## config.mk

```make
export PLATFORM = sky130hd
export DESIGN_NAME = fcs_tx_ctrl
export DESIGN_NICKNAME = d
export VERILOG_FILES = /design/src/rtl/fcs_pkg.sv /design/src/rtl/fcs_bit_serializer.sv /design/src/rtl/fcs_tx_ctrl.sv
export SDC_FILE = /design/constraint.sdc
export NUM_CORES = 1
export LEC_CHECK = 0
export BUFFER_PORTS_ARGS = -buffer_cell sky130_fd_sc_hd__clkbuf_2
export CORE_ASPECT_RATIO = 1.25
export CORE_MARGIN = 4
export CORE_UTILIZATION = 30
export CTS_CLUSTER_SIZE = 10
export DETAILED_ROUTE_END_ITERATION = 16
export SYNTH_ARGS = -nofsm -noshare
export SYNTH_HDL_FRONTEND = slang
export SYNTH_SLANG_ARGS = --single-unit
```

## constraint.sdc

```tcl
create_clock -name clk -period 2.5 [get_ports clk]
set_clock_uncertainty 0.15 [all_clocks]
set_input_delay 0.5 -clock clk [delete_from_list [all_inputs] [get_ports clk]]
set_output_delay 0.5 -clock clk [all_outputs]
set_load 0.01 [all_outputs]
```

## src/rtl/fcs_pkg.sv

```systemverilog
// -----------------------------------------------------------------------------
// fcs_pkg
// Shared definitions for the serial CRC-16 FCS path (TX sequencer and RX checker).
//   CRC16_POLY    : generator polynomial, x^16 term implicit
//   CRC16_INIT    : CRC value loaded at the start of each frame
//   CRC16_RESIDUE : remainder left by a frame that includes its own FCS
//   fcs_state_e   : TX sequencer states
//   crc16_step()  : advance the CRC by one bit, MSB-first, no reflection
// -----------------------------------------------------------------------------
package fcs_pkg;

  localparam logic [15:0] CRC16_POLY    = 16'h1021;
  localparam logic [15:0] CRC16_INIT    = 16'h0000;
  localparam logic [15:0] CRC16_RESIDUE = 16'h0000;

  typedef enum logic [1:0] {
    IDLE,
    DATA,
    WAIT,
    FCS
  } fcs_state_e;

  // One bit of a shift-left CRC. The feedback is the outgoing MSB XOR the new bit.
  function automatic logic [15:0] crc16_step(input logic [15:0] crc,
                                             input logic        din,
                                             input logic [15:0] poly = CRC16_POLY);
    logic fb;
    fb = crc[15] ^ din;
    return {crc[14:0], 1'b0} ^ (fb ? poly : 16'h0000);
  endfunction

endpackage

```

## src/rtl/fcs_bit_serializer.sv

```systemverilog
// -----------------------------------------------------------------------------
// fcs_bit_serializer
// Load-and-shift register that presents its MSB as the serial bit. It holds
// either a byte (left-justified in the upper 8 bits) or a full 16-bit word.
//   clk, rst      : clock, synchronous active-high reset
//   i_load        : load i_load_data, index restarts at 0 (wins over i_shift)
//   i_load_wide   : 1 = 16-bit word, 0 = byte in i_load_data[15:8]
//   i_load_data   : value to load
//   i_shift       : current bit consumed, advance to the next one
//   o_bit         : bit currently presented (register MSB)
//   o_last        : presented bit is the final one of the loaded word
// -----------------------------------------------------------------------------
module fcs_bit_serializer (
  input  logic        clk,
  input  logic        rst,
  input  logic        i_load,
  input  logic        i_load_wide,
  input  logic [15:0] i_load_data,
  input  logic        i_shift,
  output logic        o_bit,
  output logic        o_last
);

  logic [15:0] r_sh;
  logic [3:0]  r_idx;
  logic        r_wide;

  // NOTE: sequential state uses non-blocking assignments so every register
  // samples pre-edge values regardless of statement order; reset is sampled
  // synchronously inside the clocked block.
  always_ff @(posedge clk) begin
    if (rst) begin
      r_sh   <= 16'h0000;
      r_idx  <= 4'd0;
      r_wide <= 1'b0;
    end else if (i_load) begin
      r_sh   <= i_load_data;
      r_idx  <= 4'd0;
      r_wide <= i_load_wide;
    end else if (i_shift) begin
      r_sh   <= {r_sh[14:0], 1'b0};
      r_idx  <= r_idx + 4'd1;
    end
  end

  assign o_bit  = r_sh[15];
  assign o_last = r_wide ? (r_idx == 4'd15) : (r_idx == 4'd7);

endmodule

```

## src/rtl/fcs_tx_ctrl.sv

```systemverilog
// -----------------------------------------------------------------------------
// fcs_tx_ctrl
// Transmit frame sequencer: accepts bytes over valid/ready, shifts them out
// MSB-first one bit per bit_en, runs CRC-16 over the data bits and appends the
// 16-bit FCS MSB-first.
//   clk, rst, clr         : clock, synchronous reset, synchronous frame abort
//   s_data/s_valid/s_last : byte input, accepted when s_valid & s_ready
//   s_ready               : byte can be accepted this cycle
//   bit_en                : downstream consumes bit_o this cycle
//   bit_o/bit_valid       : serial data/FCS bit and its qualifier
//   bit_last              : bit_o is the final FCS bit
//   fcs_o                 : FCS of the last completed frame
//   frame_done            : one-cycle pulse after the final FCS bit is consumed
//   byte_cnt              : bytes accepted in current/last frame, saturating
// -----------------------------------------------------------------------------
module fcs_tx_ctrl
  import fcs_pkg::*;
#(
  parameter logic [15:0] POLY  = CRC16_POLY,
  parameter logic [15:0] INIT  = CRC16_INIT,
  parameter int          CNT_W = 16
) (
  input  logic             clk,
  input  logic             rst,
  input  logic             clr,
  input  logic [7:0]       s_data,
  input  logic             s_valid,
  input  logic             s_last,
  output logic             s_ready,
  input  logic             bit_en,
  output logic             bit_o,
  output logic             bit_valid,
  output logic             bit_last,
  output logic [15:0]      fcs_o,
  output logic             frame_done,
  output logic [CNT_W-1:0] byte_cnt
);

  localparam logic [CNT_W-1:0] CNT_ONE = {{(CNT_W-1){1'b0}}, 1'b1};

  fcs_state_e       r_state;
  logic [15:0]      r_crc;
  logic             r_last;
  logic [15:0]      r_fcs;
  logic             r_frame_done;
  logic [CNT_W-1:0] r_byte_cnt;

  logic             w_ser_bit;
  logic             w_ser_last;
  logic             w_consume;
  logic             w_byte_end;
  logic             w_accept;
  logic             w_snap;
  logic             w_load;
  logic [15:0]      w_load_data;
  logic [15:0]      w_crc_next;
  logic [CNT_W-1:0] w_cnt_inc;

  assign bit_valid  = (r_state == DATA) || (r_state == FCS);
  assign bit_o      = bit_valid & w_ser_bit;
  assign bit_last   = (r_state == FCS) & w_ser_last;
  assign w_consume  = bit_valid & bit_en;
  assign w_byte_end = (r_state == DATA) & w_consume & w_ser_last;

  // Mid-frame ready opens only as the last data bit of a non-final byte is
  // consumed, so the next byte follows with no bubble. A byte offered with
  // rst or clr is never handshaken.
  assign s_ready  = !rst && !clr &&
                    ((r_state == IDLE) || (r_state == WAIT) || (w_byte_end && !r_last));
  assign w_accept = s_valid & s_ready;

  assign w_crc_next = crc16_step(r_crc, w_ser_bit, POLY);

  // The FCS snapshot must include the final data bit, hence w_crc_next.
  assign w_snap      = w_byte_end & r_last & !clr;
  assign w_load      = w_accept | w_snap;
  assign w_load_data = w_accept ? {s_data, 8'h00} : w_crc_next;

  assign w_cnt_inc = (r_byte_cnt == {CNT_W{1'b1}}) ? r_byte_cnt : r_byte_cnt + CNT_ONE;

  fcs_bit_serializer u_ser (
    .clk         (clk),
    .rst         (rst),
    .i_load      (w_load),
    .i_load_wide (!w_accept),
    .i_load_data (w_load_data),
    .i_shift     (w_consume),
    .o_bit       (w_ser_bit),
    .o_last      (w_ser_last)
  );

  always_ff @(posedge clk) begin
    if (rst) begin
      r_state      <= IDLE;
      r_crc        <= INIT;
      r_last       <= 1'b0;
      r_fcs        <= 16'h0000;
      r_frame_done <= 1'b0;
      r_byte_cnt   <= '0;
    end else begin
      r_frame_done <= 1'b0;
      if (clr) begin
        r_state <= IDLE;
        r_crc   <= INIT;
      end else begin
        unique case (r_state)
          IDLE: begin
            if (w_accept) begin
              r_state    <= DATA;
              r_crc      <= INIT;
              r_last     <= s_last;
              r_byte_cnt <= CNT_ONE;
            end
          end
          DATA: begin
            if (w_consume) begin
              r_crc <= w_crc_next;
              if (w_ser_last) begin
                if (r_last) begin
                  r_state <= FCS;
                end else if (w_accept) begin
                  r_last     <= s_last;
                  r_byte_cnt <= w_cnt_inc;
                end else begin
                  r_state <= WAIT;
                end
              end
            end
          end
          WAIT: begin
            if (w_accept) begin
              r_state    <= DATA;
              r_last     <= s_last;
              r_byte_cnt <= w_cnt_inc;
            end
          end
          FCS: begin
            // r_crc is frozen here and equals the value loaded into the serializer.
            if (w_consume && w_ser_last) begin
              r_state      <= IDLE;
              r_fcs        <= r_crc;
              r_frame_done <= 1'b1;
            end
          end
          default: r_state <= IDLE;
        endcase
      end
    end
  end

  assign fcs_o      = r_fcs;
  assign frame_done = r_frame_done;
  assign byte_cnt   = r_byte_cnt;

endmodule

```

==> results of run 1 <==
[tightest hold or removal path, stage by stage]
cell	delay, ns
sky130_fd_sc_hd__clkbuf_2	0.09
sky130_fd_sc_hd__o2111ai_1	0.06
sky130_fd_sc_hd__a21oi_1	0.06
[area by class of cell]
type / instances / area, um2 / area share [%]
Timing Repair Buffer: 77 / 469 / 10.6
Sequential cell: 73 / 1470 / 33.0
Multi-Input combinational cell: 304 / 1970 / 44.3
Inverter: 7 / 26.3 / 0.591
Clock inverter: 6 / 116 / 2.62
Tap cell: 135 / 169 / 3.80
Clock buffer: 10 / 229 / 5.15
[where the power goes]
part | leakage [nW] | internal [W] | switching [W] | total, W
clock | 0.167 | 0.000980 | 0.000494 | 0.00147
sequential | 0.591 | 0.00118 | 0.0000113 | 0.00119
combinational | 0.917 | 0.0000667 | 0.000123 | 0.000190
total | 1.68 | 0.00223 | 0.000629 | 0.00286
[timing repair]
action / 4_1_cts / 5_1_grt
pin swaps: 0 / 3
hold endpoints to repair: 0 / 0
endpoints found under the setup margin: 13 / 28
gates resized for setup: 4 / 14
[final timing paths]
check | startpoint | to | slack (ns)
worst max-delay path | u_ser.r_idx[0] | s_ready | 0.11
worst min-delay path | s_last | r_last | 0.28
worst max register to register | u_ser.r_idx[0] | byte_cnt[9] | 0.13
worst min register to register | u_ser.r_idx[1] | u_ser.r_idx[1] | 0.34
[metal layers]
layer | vias up | GRT usage [%] | routed length, um
met1 | 1604 | 18.3 | 4310
met2 | 84 | 26.0 | 4910
met3 | 12 | 3.36 | 528
met5 | - | 0 | 0
li1 | 1660 | - | -
met4 | 0 | 4.71 | 120
[stage by stage]
step	setup TNS (ns)	hold slack, ns	setup WS, ns	utilization [%]	power (W)
floorplan	0	0.304	0.314	-	0.00133
global route	0	0.322	0.00482	39.5	0.00295
CTS	-0.0149	0.281	-0.0120	39.0	0.00288
detailed placement	-0.138	0.329	-0.0230	35.9	0.00140
global placement	0	0.315	0.0235	35.9	0.00140
finish	0	0.284	0.107	39.5	0.00286
[state kept, by name (all words and copies together), names as in the netlist]
| register | flops |
|---|---|
| byte_cnt | 16 |
| fcs_o | 16 |
| frame_done | 1 |
| r_crc | 16 |
| r_last | 1 |
| r_state | 2 |
| u_ser.r_idx | 4 |
| u_ser.r_sh | 16 |
| u_ser.r_wide | 1 |
[placed cells by master, fill, tap and decap left out, types with 3 or more instances in the layout]
cell type	count
sky130_fd_sc_hd__or3_2	3
sky130_fd_sc_hd__nand4_1	7
sky130_fd_sc_hd__clkbuf_16	9
sky130_fd_sc_hd__xor2_1	6
sky130_fd_sc_hd__nor2_2	3
sky130_fd_sc_hd__and3_1	4
sky130_fd_sc_hd__and2_1	4
sky130_fd_sc_hd__clkbuf_2	50
sky130_fd_sc_hd__buf_4	25
sky130_fd_sc_hd__o311ai_1	5
sky130_fd_sc_hd__or2_2	3
sky130_fd_sc_hd__a31oi_1	6
sky130_fd_sc_hd__o21ai_0	24
sky130_fd_sc_hd__a21o_1	3
sky130_fd_sc_hd__dfxtp_1	70
sky130_fd_sc_hd__clkinv_4	3
sky130_fd_sc_hd__nand2_1	36
sky130_fd_sc_hd__inv_1	5
sky130_fd_sc_hd__or4_1	3
sky130_fd_sc_hd__mux2i_1	17
sky130_fd_sc_hd__nor2_1	34
sky130_fd_sc_hd__dfxtp_2	3
sky130_fd_sc_hd__bufinv_16	3
sky130_fd_sc_hd__o31ai_1	18
sky130_fd_sc_hd__nand3_1	24
sky130_fd_sc_hd__a21oi_1	40
sky130_fd_sc_hd__a41oi_1	3
sky130_fd_sc_hd__ha_1	4
sky130_fd_sc_hd__a22oi_1	8
[kinds of logic (layout without fill, tap and decap cells)]
| kind of cell | count (synthesis) | in the layout | synth area share (%) |
|---|---|---|---|
| compound gates | 136 | 136 | 26.0 |
| simple gates | 136 | 136 | 19.0 |
| flops | 73 | 73 | 41.7 |
| buf+inv | 33 | 100 | 4.03 |
| mux | 17 | 17 | 4.85 |
| xor+xnor | 8 | 8 | 2.00 |
| fa+ha+maj | 7 | 7 | 2.50 |
[cells in the mapped netlist (7+ instances only)]
cell	number
sky130_fd_sc_hd__nand3_1	24
sky130_fd_sc_hd__clkbuf_1	18
sky130_fd_sc_hd__a22oi_1	8
sky130_fd_sc_hd__ha_1	7
sky130_fd_sc_hd__a21oi_1	41
sky130_fd_sc_hd__o31ai_1	19
sky130_fd_sc_hd__dfxtp_1	73
sky130_fd_sc_hd__mux2i_1	17
sky130_fd_sc_hd__o21ai_0	24
sky130_fd_sc_hd__nand4_1	7
sky130_fd_sc_hd__nand2_1	36
sky130_fd_sc_hd__nor2_1	36
==> out/qor.log, run 1 <==
[status] result of the run complete, no violations
[yosys] ys async rst share 0%
[drt] antenna-violating nets left 0
[min_path] Worst Hold Path Cells 3
[drt] initial drt markers 167
[yosys] mean instance size in the synthesized netlist 8.56 um2
[clocking] clock transition time at the flip-flop clock pins of the worst setup and hold paths 0.06 ns
[setup_path] maximum fanout count along the critical path 5
[clocking] cts-stage hold buffer count 0
[yosys] Post-synth EDFFs 0
[floorplanning] core area 11,200 um2
[setup_path] worst path required time 1.85 ns
[yosys] count of yosys warnings during synthesis 0
[placed_design] instance area after placement 4030 um2
[power] worst IR drop on VDD 0.000443 V
[setup_path] cell type of the slowest stage on the worst timing path sky130_fd_sc_hd__dfxtp_1
[grt] initial antenna violation count 0
[grt] number of global-route vias before repair 3,330
[setup_path] classification of the worst setup path reg -> out
[clocking] clock tree root driver cell sky130_fd_sc_hd__clkbuf_16
[clocking] Clock Sinks 73
[floorplanning] initial core utilization 31.2%
[floorplanning] height of the die 129 um
[min_path] type of the worst min-delay path in -> reg
[grt] wire length of the first global-routing pass 16,600 um
[setup_path] Crit path depth 5
[drt] Via density 5.49
[setup_path] Largest delay share family, worst path flip-flops
[floorplanning] number of cell rows 43
[grt] pin count of the biggest net entering global routing 35
[yosys] library cells used by synthesis 59
[yosys] ranking of synthesized cells by area sky130_fd_sc_hd__dfxtp_1 42%, sky130_fd_sc_hd__a21oi_1 5.8%, sky130_fd_sc_hd__mux2i_1 4.9%, sky130_fd_sc_hd__o31ai_1 4.1%, sky130_fd_sc_hd__nand2_1 3.9%
[yosys] Gate Count Post-Synth 410
[layout] Layout Area Growth over Synthesis 26.6%
[drt] routed wire length 9870 um
[setup_path] sort of element at the end of the critical path output port
[drt] via total after detailed routing 3,360
[drt] residual DRC count 0
[setup_path] maximum cell stage delay along the critical path 0.37 ns
[clocking] cts bufs inserted 9
[drt] wire per inst 16.1 um
[setup_path] Reg2Reg Depth 7
[timing] final setup vio count 0
[placed_design] Placed Cells incl. Taps 596
[placed_design] number of port buffers 50
[power] leakage power 1.68 nW
[yosys] most frequently used flop master after synthesis sky130_fd_sc_hd__dfxtp_1
[setup_path] ordered list of cells on the worst path ha_2, nand4_1, o31a_1, nor2_2, clkbuf_2
[layout] post-layout instance area 4440 um2
[clocking] Skew-Pair Late Insertion Delay 0.33 ns
[timing] Hold Fails Final Rpt 0
[placed_design] Routability Congestion 0.839
[yosys] Synth Cell Area 3510 um2
[clocking] Max Root-Sink Buffers 2
[floorplanning] x dimension of the die 105 um
[job] number of max-cap violations 0
[power] Power Density 643 nW/um2
[timing] Max Clock Freq 418 MHz
[drt] TritonRoute pass-1 iters 4
[yosys] sequential fraction of the synthesis area 41.7%
[floorplanning] full die area 13,500 um2
[timing] count of final max-slew check failures 0
[timing] transition time at the pin with the least slew margin 0.800 ns
[yosys] fraction of post-synthesis cell area in the top cell type by area 41.7%
[setup_path] buffer and inverter count on the worst path 1
[layout] antenna fix cells 0
[layout] final std cells w/o fill 612
[layout] share of final-layout standard cells stronger than drive strength 1 25.8%
[yosys] dominant cell type by area after synthesis sky130_fd_sc_hd__dfxtp_1
[yosys] post-synth net total 431
[timing] Relative slew margins 46.7%
[timing] setup repair after global routing missed its margin no
[setup_path] endpoint arrival time on the critical path 1.74 ns
[layout] count of fill cells added during filler insertion 1,085
[grt] Global Route Usage Sum 14.9%
[clocking] number of H-tree levels 3
[grt] total overflow reported by the global router 0
[timing] minimum clock period 2.39 ns
[layout] Final Net Count 493
[clocking] setup bufs post-CTS 0
[clocking] CTS tree built
[timing] period utilisation layout 95.7%
[placed_design] Final HPWL DP 6870 um
[setup_path] CP startpoint kind flop
[yosys] synthesized flop and latch total 73
[floorplanning] count of boundary I/O pins 51
Power figures use the tool's default switching activity.
==> run 2, diff against run 1 <==
==> constraint.sdc (replaced) <==
create_clock -name clk -period 2 [get_ports clk]
set_clock_uncertainty 0.15 [all_clocks]
set_input_delay 0.4 -clock clk [delete_from_list [all_inputs] [get_ports clk]]
set_output_delay 0.4 -clock clk [all_outputs]
set_load 0.01 [all_outputs]
==> run 2 against run 1 <==
Flip-flop and latch count unchanged. Clock power increased by 6%. Total power increased by 18%. The run now ends with setup timing left. Via count increased by 9.3%. Cell area increased by 23%. Wire length increased by 13%. Largest cell class unchanged. Combinational power increased by 73%. Setup slack got worse by 0.36 ns. First-iteration DRC count decreased by 15%. Die area unchanged. Non-clock buffer count increased by 63. Register-to-register slack got worse by 0.38 ns.
==> out/qor.log, run 2 (synthesized netlist as in run 1, its figures left out) <==
[layout] commonest non-fill, non-tap cells in the layout 73 x sky130_fd_sc_hd__buf_4, 63 x sky130_fd_sc_hd__dfxtp_1, 48 x sky130_fd_sc_hd__clkbuf_2
[setup_path] ordered list of cells on the worst path inv_2, ha_4, nand4_1, buf_4, o31a_1, nor2_2, buf_2
[timing] final setup vio count 43 [+43]
[setup_path] worst path required time 1.45 ns [-0.40 ns]
[grt] number of global-route vias before repair 3,618 [+8.6%]
[drt] residual DRC count 0 [unchanged]
[floorplanning] full die area 13,500 um2 [unchanged]
[drt] routed wire length 11,200 um [+13%]
[power] leakage power 2.15 nW [+28%]
[floorplanning] initial core utilization 31.2% [unchanged]
[timing] Hold Fails Final Rpt 0 [unchanged]
[layout] count of fill cells added during filler insertion 1,036 [-4.5%]
[power] worst IR drop on VDD 0.000488 V [+10%]
[setup_path] buffer and inverter count on the worst path 3 [+2]
[floorplanning] count of boundary I/O pins 51 [unchanged]
[clocking] CTS tree built
[layout] post-layout utilization of the core 48.8% [+9.2 points]
[floorplanning] x dimension of the die 105 um [unchanged]
[clocking] Skew-Pair Late Insertion Delay 0.33 ns [about the same]
[clocking] clock transition time at the flip-flop clock pins of the worst setup and hold paths 0.06 ns [about the same]
[drt] via total after detailed routing 3,671 [+9.3%]
[placed_design] number of port buffers 50 [unchanged]
[grt] total overflow reported by the global router 0 [unchanged]
[grt] wire length of the first global-routing pass 17,200 um [+4.0%]
[layout] Final Net Count 556 [+13%]
[timing] transition time at the pin with the least slew margin 0.636 ns [-0.164 ns]
[drt] initial drt markers 142 [-15%]
[floorplanning] number of cell rows 43 [unchanged]
[timing] minimum clock period 2.25 ns
[grt] Global Route Usage Sum 15.3% [+0.38 points]
[placed_design] Placed Cells incl. Taps 647 [+8.6%]
[floorplanning] height of the die 129 um [unchanged]
[timing] period utilisation layout 113%
[grt] pin count of the biggest net entering global routing 35 [unchanged]
[clocking] Clock Sinks 73 [unchanged]
[clocking] clock tree root driver cell sky130_fd_sc_hd__clkbuf_16
[clocking] cts bufs inserted 9 [unchanged]
[status] result of the run complete, but fails checks
[power] Final Total Pwr 0.00338 W [+18%]
[layout] multi-input combinational cell area 2440 um2 [+24%]
[clocking] Max Root-Sink Buffers 2 [unchanged]
[setup_path] sort of element at the end of the critical path output port
[setup_path] endpoint arrival time on the critical path 1.70 ns [-0.04 ns]
[timing] setup repair after global routing missed its margin yes
[timing] count of final max-slew check failures 0 [unchanged]
[setup_path] cell type of the slowest stage on the worst timing path sky130_fd_sc_hd__dfxtp_2
[clocking] number of H-tree levels 3 [unchanged]
[layout] antenna fix cells 0 [unchanged]
[drt] wire per inst 16.5 um [+2.5%]
[min_path] type of the worst min-delay path in -> reg
[placed_design] Routability Congestion 0.875 [+4.3%]
[power] Power Density 616 nW/um2 [-4.3%]
[grt] initial antenna violation count 0 [unchanged]
[layout] commonest non-fill, non-tap cell in the layout sky130_fd_sc_hd__buf_4
[setup_path] Largest delay share family, worst path buffers and inverters
[timing] final setup margin -0.254 ns [-0.361 ns]
[timing] smallest hold slack 0.195 ns [-0.0883 ns]
[placed_design] Final HPWL DP 7190 um [+4.7%]
[setup_path] classification of the worst setup path reg -> out
[layout] FF+latch area 1480 um2 [+1.1%]
[setup_path] maximum fanout count along the critical path 2 [-3]
[setup_path] maximum cell stage delay along the critical path 0.32 ns [-0.05 ns]
[floorplanning] core area 11,200 um2 [unchanged]
[timing] Relative slew margins 57.6% [+11 points]
[job] number of max-cap violations 0 [unchanged]
[layout] share of final-layout standard cells stronger than drive strength 1 46.7% [+21 points]
[drt] TritonRoute pass-1 iters 4 [unchanged]
[drt] Via density 5.44 [-0.94%]
[layout] Layout Area Growth over Synthesis 56.3%
[status] violated checks setup timing
[timing] Max Clock Freq 444 MHz
[drt] antenna-violating nets left 0 [unchanged]
[clocking] cts-stage hold buffer count 0 [unchanged]
[setup_path] CP startpoint kind flop
[layout] final std cells w/o fill 675 [+10%]
run 2: cell count changes in the layout (fill, tap and decap cells not counted), sizes merged:
cell | before | now
clkinvlp | 0 | 2
clkinv | 4 | 3
buf | 27 | 89
inv | 6 | 9
bufinv | 3 | 0
run 2: final timing paths:
kind	cells past startpoint	end	slack (ns)	startpoint
hold reg to reg	2	r_crc[15]	0.34	r_crc[15]
setup / recovery	7	s_ready	-0.25	r_state[1]
setup reg to reg	9	byte_cnt[12]	-0.25	r_state[1]
hold / removal	3	r_last	0.20	s_last
run 2: layout make-up:
class / instances / share of cell area (%)
timing repair buffer: 140 / 19.7
tap: 135 / 3.08
inverter: 7 / 0.479
clock buffer: 9 / 4.11
sequential: 73 / 27.0
multi-input combinational: 304 / 44.5
clock inverter: 7 / 1.12
run 2: worst reg2reg max path: stages, from the launching register on:
cell                       delay (ns)
sky130_fd_sc_hd__dfxtp_2         0.32
sky130_fd_sc_hd__inv_2           0.06
sky130_fd_sc_hd__ha_4            0.13
sky130_fd_sc_hd__nand4_1         0.14
sky130_fd_sc_hd__buf_4           0.18
sky130_fd_sc_hd__o31ai_4         0.25
sky130_fd_sc_hd__buf_4           0.15
sky130_fd_sc_hd__o211ai_1        0.16
sky130_fd_sc_hd__o41a_1          0.38
sky130_fd_sc_hd__a311oi_2        0.22
run 2: through the flow:
stage	worst slack [ns]	instance area [um2]	TNS (ns)
after floorplan	0.00325	3580	0
after global placement	-0.161	4510	-2.29
after detailed placement	-0.166	4510	-2.89
after CTS	-0.308	4980	-2.38
after global routing	-0.335	5480	-8.73
final	-0.254	5480	-3.99
run 2: what timing repair did:
item	4_1_cts	5_1_grt
cloned	0	3
endpoints found under the hold margin	0	0
resized for setup	32	76
buffers inserted	4	6
pin swaps	11	42
setup endpoints to repair	37	70
run 2: where the power goes:
part,total (W),switching [W],internal [W]
Combinational,0.000329,0.000195,0.000134
Clock,0.00156,0.000695,0.000862
Sequential,0.00149,0.0000161,0.00147
run 2: layer usage:
metal  part of all wire [%]  GRT usage [%]  vias to the layer above
met1                     43           19.0                     1784
met2                     51           26.2                       91
met4                    1.4           5.41                        0
met3                    4.4           3.31                       15
li1                       -              -                     1781
met5                      0              0                        -
==> run 3, diff against run 2 <==
--- a/config.mk
+++ b/config.mk
@@ -5,6 +5,7 @@
 export SDC_FILE = /design/constraint.sdc
 export NUM_CORES = 1
 export LEC_CHECK = 0
+export ABC_AREA = 1
 export BUFFER_PORTS_ARGS = -buffer_cell sky130_fd_sc_hd__clkbuf_2
 export CORE_ASPECT_RATIO = 1.25
 export CORE_MARGIN = 4
==> constraint.sdc (replaced) <==
create_clock -name clk -period 2 [get_ports clk]
set_clock_uncertainty 0.15 [all_clocks]
set_input_delay 0.1 -clock clk [delete_from_list [all_inputs] [get_ports clk]]
set_output_delay 0.1 -clock clk [all_outputs]
set_load 0.01 [all_outputs]
==> run 3 against run 2 <==
The run now ends clean. Cell area down 5.5%. Count of clock-buffer cells in the layout up 1. Sequential share of layout area up 1.3 points. Maximum frequency up 14%. Hold slack worse by 0.16 ns. Clock power up 13%. Combinational power up 83%. Final cell count up 21%. Critical endpoint is now byte_cnt[14]. Largest cell class unchanged.
==> out/qor.log, run 3 <==
[status] result of the run complete, no violations
[setup_path] CP startpoint kind flop
[setup_path] Crit Reg-Reg Endpoint byte_cnt[14]
[setup_path] ordered list of cells on the worst path inv_2, ha_4, nand2_4, inv_4, nand4_4, nand2_2, nand3_4, nand2_2, nand2_4, nor2_8, clkbuf_16, nand2_4, nand2_2, nor2_2
[drt] initial drt markers 206 [+45%]
[floorplanning] initial core utilization 31.1% [-0.069 points]
[layout] commonest non-fill, non-tap cell in the layout sky130_fd_sc_hd__nand2_1
[floorplanning] core area 12,300 um2 [+9.7%]
[timing] setup repair after global routing missed its margin yes
[yosys] post-synthesis xor/xnor area fraction 0.684% [-1.3 points]
[timing] smallest hold slack 0.0318 ns [-0.164 ns]
[yosys] most frequently used flop master after synthesis sky130_fd_sc_hd__dfxtp_1
[grt] initial antenna violation count 0 [unchanged]
[clocking] clock tree root driver cell sky130_fd_sc_hd__clkbuf_16
[yosys] Post-synth EDFFs 0 [unchanged]
[drt] via total after detailed routing 3,883 [+5.8%]
[clocking] Max Root-Sink Buffers 2 [unchanged]
[setup_path] Largest delay share family, worst path simple AND/OR/NAND/NOR gates
[clocking] cts bufs inserted 9 [unchanged]
[clocking] Skew-Pair Late Insertion Delay 0.34 ns [about the same]
[layout] Layout Area Growth over Synthesis 35.0%
[setup_path] buffer and inverter count on the worst path 3 [unchanged]
[yosys] ranking of synthesized cells by area sky130_fd_sc_hd__dfxtp_1 38%, sky130_fd_sc_hd__nand2_1 13%, sky130_fd_sc_hd__nor2_1 8.5%, sky130_fd_sc_hd__nand3_1 5.7%, sky130_fd_sc_hd__a21oi_1 5.0%
[yosys] multiplexer share of the synthesized area 0% [-4.9 points]
[drt] antenna-violating nets left 0 [unchanged]
[clocking] CTS tree built
[timing] Relative slew margins 73.2% [+16 points]
[timing] Max Clock Freq 504 MHz [+14%]
[floorplanning] number of cell rows 45 [+4.7%]
[floorplanning] height of the die 134 um [+4.3%]
[layout] share of final-layout standard cells stronger than drive strength 1 31.1% [-16 points]
[job] number of max-cap violations 0 [unchanged]
[timing] final setup vio count 0 [-100%]
[min_path] startpoint of the worst hold path s_valid
[layout] Final Net Count 672 [+21%]
[grt] wire length of the first global-routing pass 17,500 um [+1.8%]
[yosys] area share of and/or/nand/nor cells after synthesis 37.6% [+19 points]
[setup_path] maximum fanout count along the critical path 7 [+5]
[min_path] hold endpoint r_state[1]
[yosys] leading cell type by number of instances after synthesis sky130_fd_sc_hd__nand2_1
[drt] residual DRC count 0 [unchanged]
[setup_path] cell type of the slowest stage on the worst timing path sky130_fd_sc_hd__dfxtp_2
[setup_path] source of the worst register-to-register timing path r_state[1]
[grt] number of global-route vias before repair 3,726 [+3.0%]
[layout] antenna fix cells 0 [unchanged]
[power] leakage power 2.22 nW [+3.3%]
[yosys] dominant cell type by area after synthesis sky130_fd_sc_hd__dfxtp_1
[yosys] sequential fraction of the synthesis area 38.1% [-3.6 points]
[drt] Via density 4.74 [-13%]
[clocking] Clock Sinks 73 [unchanged]
[grt] total overflow reported by the global router 0 [unchanged]
[yosys] fraction of post-synthesis cell area in the top cell type by area 38.1% [-3.6 points]
[clocking] number of H-tree levels 3 [unchanged]
[timing] count of final max-slew check failures 0 [unchanged]
[power] worst IR drop on VDD 0.000373 V [-24%]
[power] Power Density 757 nW/um2 [+23%]
[setup_path] sort of element at the end of the critical path flop
[timing] minimum clock period 1.99 ns [-0.269 ns]
[timing] Hold Fails Final Rpt 0 [unchanged]
[setup_path] endpoint arrival time on the critical path 2.06 ns [+0.36 ns]
[timing] period utilisation layout 99.3% [-13 points]
[setup_path] classification of the worst setup path reg -> reg
[drt] routed wire length 10,800 um [-2.9%]
[setup_path] maximum cell stage delay along the critical path 0.34 ns [+0.02 ns]
[min_path] Worst Hold Path Cells 4 [+1]
[yosys] most used standard cells in the synthesized netlist 131 x sky130_fd_sc_hd__nand2_1, 87 x sky130_fd_sc_hd__nor2_1, 73 x sky130_fd_sc_hd__dfxtp_1
[yosys] compound-gate portion of the synthesized area 12.6% [-13 points]
[setup_path] worst-case register-to-register setup slack 0.01 ns [+0.27 ns]
[placed_design] Routability Congestion 0.899 [+2.7%]
[grt] Global Route Usage Sum 14.9% [-0.34 points]
[yosys] Gate Count Post-Synth 554 [+35%]
[layout] post-layout utilization of the core 42.0% [-6.7 points]
[timing] transition time at the pin with the least slew margin 0.401 ns [-0.234 ns]
[yosys] library cells used by synthesis 41 [-31%]
[setup_path] Reg2Reg Depth 14 [+5]
[min_path] type of the worst min-delay path in -> reg
[layout] commonest non-fill, non-tap cells in the layout 109 x sky130_fd_sc_hd__nand2_1, 86 x sky130_fd_sc_hd__nor2_1, 69 x sky130_fd_sc_hd__dfxtp_1
[yosys] count of yosys warnings during synthesis 0 [unchanged]
[drt] wire per inst 13.2 um [-20%]
[yosys] post-synth net total 575 [+33%]
[grt] pin count of the biggest net entering global routing 25 [-29%]
[setup_path] worst path required time 2.08 ns [+0.63 ns]
[yosys] share of synthesized cell area in full adder, half adder and majority cells 2.28% [-0.21 points]
[placed_design] Final HPWL DP 7560 um [+5.2%]
[yosys] synthesized flop and latch total 73 [unchanged]
[drt] TritonRoute pass-1 iters 5 [+1]
[yosys] Synth Cell Area 3840 um2 [+9.4%]
[yosys] ys async rst share 0% [unchanged]
[floorplanning] count of boundary I/O pins 51 [unchanged]
[yosys] main combinational cell family by area after synthesis simple AND/OR/NAND/NOR gates
[floorplanning] full die area 14,700 um2 [+8.7%]
[placed_design] number of port buffers 50 [unchanged]
[yosys] mean instance size in the synthesized netlist 6.93 um2 [-19%]
[floorplanning] x dimension of the die 109 um [+4.2%]
[clocking] clock transition time at the flip-flop clock pins of the worst setup and hold paths 0.06 ns [about the same]
## run 3: kinds of logic (layout without fill, tap and decap cells)
family,after synthesis,after routing
DFF,73,73
adders and majority gates,7,7
buffers and inverters,70,171
AOI/OAI and AO/OA,91,91
and+or+nand+nor,310,311
xor gates and xnor gates,3,3
## run 3: area by class of cell
cell class                 instances  area [um2]
fill                            1250        7150
multi-input combinational        412        2230
sequential                        73        1470
timing repair buffer             106         759
clock buffer                      10         229
tap                              164         205
inverter                          49         198
clock inverter                     6        91.3
## run 3: where the power goes
part           internal [W]  switching, W
logic              0.000243      0.000360
registers           0.00151     0.0000484
clock network       0.00110      0.000667
total               0.00285       0.00108
## run 3: worst max path at each step
stage	slack, ns	start	to	cells past startpoint
floorplan	0.07	r_state[0]	u_ser.r_sh[13]	11
global placement	-0.32	r_state[1]	fcs_o[8]	11
detailed placement	-0.51	r_state[1]	fcs_o[14]	11
CTS	0.007	r_state[1]	byte_cnt[2]	14
global route	-0.1	u_ser.r_idx[1]	byte_cnt[7]	15
finish	0.01	r_state[1]	byte_cnt[14]	14
## run 3: worst min-delay path, stage by stage
cell                       delay, ns
sky130_fd_sc_hd__clkbuf_2       0.13
sky130_fd_sc_hd__nand3_1        0.10
sky130_fd_sc_hd__nand3_2        0.08
sky130_fd_sc_hd__a21oi_1        0.07
## run 3: timing repair
item                                    4_1_cts  5_1_grt
gates resized for setup                      14       45
buffers inserted                              7        5
cloned                                        2        1
hold endpoints to repair                      9        0
endpoints found under the setup margin       72       58
hold buffers                                  9        0
pin swaps                                     4        8
## run 3: metrics by stage
| step | area [um2] | TNS [ns] | instances | total power [W] | worst slack (ns) |
|---|---|---|---|---|---|
| 2_1_floorplan | 3840 | 0 | 554 | 0.00192 | 0.0704 |
| 3_3_place_gp | 4410 | -7.32 | 780 | 0.00209 | -0.323 |
| 3_5_place_dp | 4410 | -13.01 | 780 | 0.00210 | -0.506 |
| 4_1_cts | 4960 | 0 | 814 | 0.00391 | 0.00722 |
| 5_1_grt | 5180 | -1.50 | 820 | 0.00410 | -0.0988 |
| 6_report | 5180 | 0 | 820 | 0.00392 | 0.0149 |
## run 3: routing by layer
layer	GRT usage, %	share of wire (%)	vias to the layer above
met3	3.06	4.0	19
met4	6.10	2.1	0
li1	-	-	1963
met2	26.4	52	83
met1	17.4	42	1818
met5	0	0	-
